File: src/rtl/imem_loader_pkg.sv
// Shared definitions for the boot-time instruction-memory loader.
package imem_loader_pkg;

    // Loader FSM states.
    typedef enum logic [2:0] {
        IDLE,
        LEN,
        DATA,
        CHK,
        DONE,
        ERROR
    } state_t;

    // Bytes in the little-endian length header and in each instruction word.
    localparam int LEN_BYTES      = 4;
    localparam int BYTES_PER_WORD = 4;

endpackage

File: src/rtl/imem_loader_word_assembler.sv
// Little-endian byte-to-word assembler shared by length and data capture.
module word_assembler (
    input  logic        clk,
    input  logic        reset,
    input  logic        clear,
    input  logic        shift_en,
    input  logic [1:0]  last_index,
    input  logic [7:0]  byte_in,
    output logic [31:0] word,
    output logic        word_ready
);

    logic [1:0]  count;
    logic [31:0] shreg;

    // The newest byte enters at the top, so after four shifts byte 0 sits in bits 7:0.
    assign word       = {byte_in, shreg[31:8]};
    assign word_ready = shift_en && (count == last_index);

    // Byte counter and shift register; the counter restarts after the last byte of a word.
    always_ff @(posedge clk) begin
        if (reset || clear) begin
            count <= 2'd0;
            shreg <= 32'd0;
        end else if (shift_en) begin
            shreg <= word;
            count <= word_ready ? 2'd0 : count + 2'd1;
        end
    end

endmodule

File: src/rtl/imem_loader.sv
// Streams a length-prefixed, checksummed image into instruction memory and
// releases the core from reset once the whole image has been verified.
module imem_loader
    import imem_loader_pkg::*;
#(
    parameter int DEPTH  = 64,
    parameter int ADDR_W = $clog2(DEPTH)
) (
    input  logic        clk,
    input  logic        reset,
    input  logic        start,
    input  logic [7:0]  rx_data,
    input  logic        rx_valid,
    output logic        rx_ready,
    output logic        imem_we,
    output logic [31:0] imem_addr,
    output logic [31:0] imem_wd,
    output logic        core_reset,
    output logic        done,
    output logic        error
);

    // One extra bit so a full DEPTH-word image never wraps the word index.
    localparam int CNT_W = ADDR_W + 1;

    state_t             state;
    logic [CNT_W-1:0]   word_idx;
    logic [CNT_W-1:0]   word_count;
    logic [7:0]         xor_acc;
    logic               accept;
    logic               shift_en;
    logic               word_ready;
    logic [31:0]        word;
    logic [1:0]         last_index;

    assign rx_ready   = ((state == LEN) || (state == DATA) || (state == CHK)) && !start;
    assign accept     = rx_valid && rx_ready;
    assign shift_en   = accept && ((state == LEN) || (state == DATA));
    assign last_index = (state == LEN) ? 2'(LEN_BYTES - 1) : 2'(BYTES_PER_WORD - 1);

    word_assembler u_asm (
        .clk        (clk),
        .reset      (reset),
        .clear      (start),
        .shift_en   (shift_en),
        .last_index (last_index),
        .byte_in    (rx_data),
        .word       (word),
        .word_ready (word_ready)
    );

    // Loader FSM with registered memory-write and status outputs.
    always_ff @(posedge clk) begin
        if (reset) begin
            state      <= IDLE;
            word_idx   <= '0;
            word_count <= '0;
            xor_acc    <= 8'd0;
            imem_we    <= 1'b0;
            imem_addr  <= 32'd0;
            imem_wd    <= 32'd0;
            core_reset <= 1'b1;
            done       <= 1'b0;
            error      <= 1'b0;
        end else begin
            imem_we <= 1'b0;
            if (start) begin
                state      <= LEN;
                word_idx   <= '0;
                xor_acc    <= 8'd0;
                done       <= 1'b0;
                error      <= 1'b0;
                core_reset <= 1'b1;
            end else begin
                case (state)
                    IDLE: begin
                    end
                    LEN: begin
                        if (word_ready) begin
                            if (word > 32'(DEPTH)) begin
                                state <= ERROR;
                                error <= 1'b1;
                            end else if (word == 32'd0) begin
                                state <= CHK;
                            end else begin
                                state      <= DATA;
                                word_count <= word[CNT_W-1:0];
                            end
                        end
                    end
                    DATA: begin
                        if (accept) begin
                            xor_acc <= xor_acc ^ rx_data;
                            if (word_ready) begin
                                imem_we   <= 1'b1;
                                imem_addr <= {{(32-CNT_W-2){1'b0}}, word_idx, 2'b00};
                                imem_wd   <= word;
                                word_idx  <= word_idx + CNT_W'(1);
                                if (word_idx == word_count - CNT_W'(1)) begin
                                    state <= CHK;
                                end
                            end
                        end
                    end
                    CHK: begin
                        if (accept) begin
                            if (rx_data == xor_acc) begin
                                state      <= DONE;
                                done       <= 1'b1;
                                core_reset <= 1'b0;
                            end else begin
                                state <= ERROR;
                                error <= 1'b1;
                            end
                        end
                    end
                    DONE, ERROR: begin
                    end
                    default: state <= IDLE;
                endcase
            end
        end
    end

endmodule

File: config.mk
export PLATFORM = sky130hd
export DESIGN_NAME = imem_loader
export DESIGN_NICKNAME = d
export VERILOG_FILES = /design/src/rtl/imem_loader_pkg.sv /design/src/rtl/imem_loader_word_assembler.sv /design/src/rtl/imem_loader.sv
export SDC_FILE = /design/constraint.sdc
export NUM_CORES = 1
export LEC_CHECK = 0
export CORE_MARGIN = 4
export CORE_UTILIZATION = 51
export CTS_CLUSTER_DIAMETER = 60
export CTS_CLUSTER_SIZE = 28
export DETAILED_ROUTE_END_ITERATION = 7
export PLACE_DENSITY = 0.79
export SYNTH_ARGS = -nofsm -noshare
export SYNTH_HDL_FRONTEND = slang
export SYNTH_SLANG_ARGS = --single-unit
File: constraint.sdc
create_clock -name clk -period 2.2 [get_ports clk]
set_clock_uncertainty 0.15 [all_clocks]
set_input_delay 0.44 -clock clk [delete_from_list [all_inputs] [get_ports clk]]
set_output_delay 0.44 -clock clk [all_outputs]
set_load 0.05 [all_outputs]
# Word level (Yosys, flattened, before mapping)
# Cells that the tools add are included.
# classes
reduce_logical	22
eq_ne	21
n_mux	17
bitwise	7
add_sub_neg	3
n_lt_le_gt_ge	1
# op_table
operator	count
$gt A32 B7 Y1 const B	1
$logic_not A32 Y1	1
$mux W3	6
$pmux W3 S4	1
$reduce_and A6 Y1	2
$ne A2 B1 Y1 const B	5
$reduce_and A5 Y1	2
$ne A3 B2 Y1 const B	3
$eq A8 B8 Y1	1
$mux W1	8
$xor A8 B8 Y8	1
$add A7 B1 Y7 const B	1
$eq A7 B7 Y1	1
$sub A7 B1 Y7 const B	1
$eq A3 B2 Y1 const B	2
$eq A3 B3 Y1 const B	2
$ne A2 B2 Y1 const B	3
$ne A3 B3 Y1 const B	2
$not A1 Y1	6
$reduce_and A3 Y1	2
$logic_and A1 B1 Y1	4
$reduce_and A4 Y1	1
$reduce_or A4 Y1	1
$eq A3 B1 Y1 const B	1
11 further kinds	13
# word_totals
reg_bits	102
wordCells	84
output_inout_bits	69

# Logic depth before layout (Yosys ltp)
# logic_depth
word_depth	11
depth_mapped	7
ltp_nobuf	7

# Cells and area by module
# From an unflattened synthesis, not the netlist that was laid out.
# hier_totals
hier_cells	498
hier_area_um2	4244.1
# modules_own_cells
mod	area_per_inst_um2	instances	cells_each
imem_loader	3210.6	1	398
word_assembler	1033.5	1	100

# Worst setup path before layout
# OpenSTA, ideal clock, no wires.
# synth_timing
kind	in2reg
from	input port rx_data[3]
to	register word_count[0]
stages	5
arrival_ps	1817
setup_ps	128
slack_ps	106
path_buffers	0
required_time_ps	1922
path_cell_list	nor4_1 -> nand4_1 -> a2111oi_4 -> mux2i_1 -> nor2_1
# synth_between
elab_chain_cells	3
word_cells_on_any_way	5
cone_classes	order compare: 1; bitwise: 2; reduce/logical: 2
# synth_rtl
element	line_no	rtl
start, declared	imem_loader.sv:12	input logic [7:0] rx_data,
$gt A32 B7 Y1 / $logic_not A32 Y1 (equally long branches)	imem_loader.sv:80, imem_loader.sv:83	
$not A1 Y1 (no line)	n/a	
$reduce_and A5 Y1 (no line) (*)	n/a	
end signal, assigned	imem_loader.sv:87	word_count <= word[CNT_W-1:0];
end, declared	imem_loader.sv:28	logic [CNT_W-1:0] word_count;
# Every way passes the cells marked *; elsewhere a longest branch is shown, timed or not.
# A chain may end at the register's enable or synchronous reset.

# Final worst setup path
# layout_timing
from	input port rx_data[7]
to	register state[1]
# layout_between
elab_chain_cells	4
# layout_rtl
element	line_no	rtl
$gt A32 B7 Y1	imem_loader.sv:80	if (word > 32'(DEPTH)) begin
$mux W3	imem_loader.sv:80	
$mux W3	imem_loader.sv:79	if (word_ready) begin
$pmux W3 S4	imem_loader.sv:75	case (state)
end signal, assigned	imem_loader.sv:81	state <= ERROR;
end signal, assigned	imem_loader.sv:84	state <= CHK;
end signal, assigned	imem_loader.sv:86	state <= DATA;
end, declared	imem_loader.sv:26	state_t state;
# Every way passes these cells. The select of a mux whose other input is x is not followed.

==> impl_metrics.env <==
export IMPL_final_common_cell="nand2_1"
export IMPL_grt_pass1_vias=3450
export IMPL_design_area_um2=5170
export IMPL_dieArea_um2=9480
export IMPL_pwr_share_clk_pct=41.5
export IMPL_core_area_um2=7730
export IMPL_p_int_mw=2.53
export IMPL_floorplan_initialDensity_pct=52.7
export IMPL_final_core_util_pct=66.9
export IMPL_grt_pass1_wl_mm=16.3
export IMPL_drv_cap=0
export IMPL_p_sw_share_pct=24.1
export IMPL_status="finished with violations"
export IMPL_async_flop_share_pct=0
export IMPL_most_common_layout_cells="146 x nand2_1, 94 x dfxtp_1, 71 x a21oi_1"
export IMPL_ir_worst_vdd_uv=353
export IMPL_wl_per_cell_um=14.3
export IMPL_slew_violations=0
export IMPL_hold_class="flop to flop"
export IMPL_worst_slew_pin_transition_ps=511
export IMPL_root_buffer="clkbuf_8"
export IMPL_drc_errors=0
export IMPL_row_count=32
export IMPL_grt_antenna_before_repair=0
export IMPL_path_cells="clkdlybuf4s50_1 -> nor4_2 -> nand4_1 -> buf_4 -> or4_4 -> a21oi_2"
export IMPL_cts_buffers=9
export IMPL_routed_wirelength_mm=9.82
export IMPL_p_total_mw=3.33
export IMPL_crit_path_max_fanout=3
export IMPL_worstPathArrival_ps=2360
export IMPL_ys_seq_elements=94
export IMPL_path_delay_family="simple AND/OR/NAND/NOR gates"
export IMPL_syn_area_per_cell_um2=8.05
export IMPL_seq_area_um2=1880
export IMPL_portBuffers=55
export IMPL_grt_start_max_net_pins=49
export IMPL_power_switching_uw=803
export IMPL_slew_headroom_pct=65.9
export IMPL_dr_pass1_iters=4
export IMPL_path_clk_slew_ps=90
export IMPL_clock_sinks=94
export IMPL_worstSetupPathType="input port to flop"
export IMPL_critical_path_endpoint_type="flop"
export IMPL_synth_edff_count=0
export IMPL_finalCritPeriodShare_pct=100
export IMPL_ant_nets=0
export IMPL_tns_ps=-7.00
export IMPL_antennaDiodeCount=0
export IMPL_areaGrowthSynthToFinish_pct=27.0
export IMPL_synthesis_area_um2=4070
export IMPL_grt_usage_pct=20.9
export IMPL_drt_iter0_markers=157
export IMPL_ys_warn_count=0
export IMPL_setup_viol=1
export IMPL_cts_tree="yes"
export IMPL_fin_crit_ps=2210
export IMPL_seq_area_frac_synth_pct=46.2
export IMPL_grt_overflow=0
export IMPL_synth_main_ff_cell="dfxtp_1"
export IMPL_htreeDepth=3
export IMPL_power_frac_comb_pct=7.3
export IMPL_slowest_delay_ps=530
export IMPL_cts_setup_buffers=0
export IMPL_cts_hold_fix_buffers=0
export IMPL_placed_cell_area_um2=4860
export IMPL_cpMaxStageDelayCell="or4_4"
export IMPL_die_x_um=97.4
export IMPL_layout_drive_gt1_share_pct=11.7
export IMPL_clock_fmax_ghz=0.453
export IMPL_fin_nets=594
export IMPL_nFillCells=636
export IMPL_place_gp_congestion=0.927
export IMPL_post_drt_via_cell_ratio=5.25
export IMPL_cts_buffer_depth=2
export IMPL_multi_input_area_um2=2020
export IMPL_power_density_nw_per_um2=645
export IMPL_violations="negative setup slack"
export IMPL_cp_required_ps=2350
export IMPL_path_buf_inv=2
export IMPL_vias=3596
export IMPL_syn_inst=506
export IMPL_hold_violations=0
export IMPL_critPathLaunchType="input port"
export IMPL_total_leakage_power_nw=1.82
export IMPL_setup_slack_ps=-7.00
export IMPL_dp_hpwl_mm=6.96
export IMPL_pin_count=81
export IMPL_clock_latency_ps=360
export IMPL_p_seq_share_pct=51.2
export IMPL_ys_types=45
export IMPL_dieHeight_um=97.4
==> cells in the mapped netlist, types with 2 or more instances <==
cell | n | share of area [%]
a211oi_1 | 2 | 0.37
a21oi_1 | 72 | 8.8
and3_1 | 6 | 0.92
buf_1 | 4 | 0.37
buf_4 | 26 | 4.8
clkbuf_1 | 23 | 2.1
dfxtp_1 | 94 | 46
ha_1 | 3 | 0.92
inv_1 | 4 | 0.37
mux2i_1 | 8 | 2.0
nand2_1 | 146 | 13
nand3_1 | 4 | 0.49
nand3b_1 | 2 | 0.37
nand4_1 | 7 | 1.1
nor2_1 | 28 | 2.6
nor2b_1 | 6 | 0.92
nor3_1 | 4 | 0.49
nor3b_1 | 2 | 0.37
nor4_1 | 6 | 0.92
o21a_1 | 3 | 0.55
o21ai_0 | 4 | 0.49
xnor2_1 | 14 | 3.0
xor2_1 | 16 | 3.4
==> metrics by stage <==
step                cells  hold slack, ps  setup slack [ps]
CTS                   685             311              4.92
global placement      670             292              -323
finish                685             306             -7.00
detailed placement    670             298              -431
floorplan             530             290               106
global route          685             324             -25.9
==> repair_timing <==
action | in CTS | in global routing
resized for setup | 3 | 9
endpoints found under the setup margin | 4 | 11
pin swaps | 1 | 3
==> layer usage <==
layer	GRT usage (%)	wire length, um	share of wire (%)
met5	0	0	0
met4	9.90	207	2.1
met3	4.67	543	5.5
met2	35.6	4950	50
met1	25.0	4120	42
==> power by group through the flow <==
stage / sequential, mW / combinational (mW) / clock, mW
floorplan: 1.74 / 0.192 / 0
global placement: 1.75 / 0.231 / 0
detailed placement: 1.75 / 0.234 / 0
CTS: 1.71 / 0.236 / 1.41
global route: 1.71 / 0.255 / 1.48
finish: 1.71 / 0.242 / 1.38
==> layout make-up <==
cell class / instances / area share (%)
multi-input cells: 377 / 39.0
clock inverters: 6 / 2.30
inverters: 4 / 0.290
clock buffers: 9 / 2.39
flip-flops and latches: 94 / 36.4
well taps: 102 / 2.47
repair buffers: 93 / 17.2
==> flip-flops by register name (all words and copies together) (netlist names) <==
signal and cells:
done 1, core_reset 1, xor_acc 8, word_idx 7
state 3, imem_addr 7, error 1, word_count 7
u_asm.count 2, u_asm.shreg 24, imem_wd 32, imem_we 1
==> worst min-delay path, stage by stage (launching register included) <==
cell and delay, ps:
dfxtp_1 310, nand2_1 50, a21oi_1 50
==> cell families (layout without fill, tap and decap cells) <==
kind of cell / count (synthesis) / count (layout) / share of synthesized area, %
buffers and inverters: 59 / 112 / 8.11
adder cells (fa/ha/maj): 3 / 3 / 0.921
XOR/XNOR: 30 / 30 / 6.45
flip-flops: 94 / 94 / 46.2
other: 1 / 25 / 0.0920
AND/OR/NAND/NOR: 219 / 219 / 23.2
multiplexers: 8 / 8 / 1.97
AO/OA/AOI/OAI: 92 / 92 / 13.1
==> final timing paths <==
kind / end / slack [ps] / depth (start not counted) / startpoint
max: state[1] / -7 / 6 / rx_data[7]
min: imem_addr[7] / 310 / 2 / imem_addr[7]
max reg2reg: state[1] / 70 / 6 / u_asm.shreg[17]
min reg2reg: imem_addr[7] / 310 / 2 / imem_addr[7]
(Power assumes the default switching activity.)
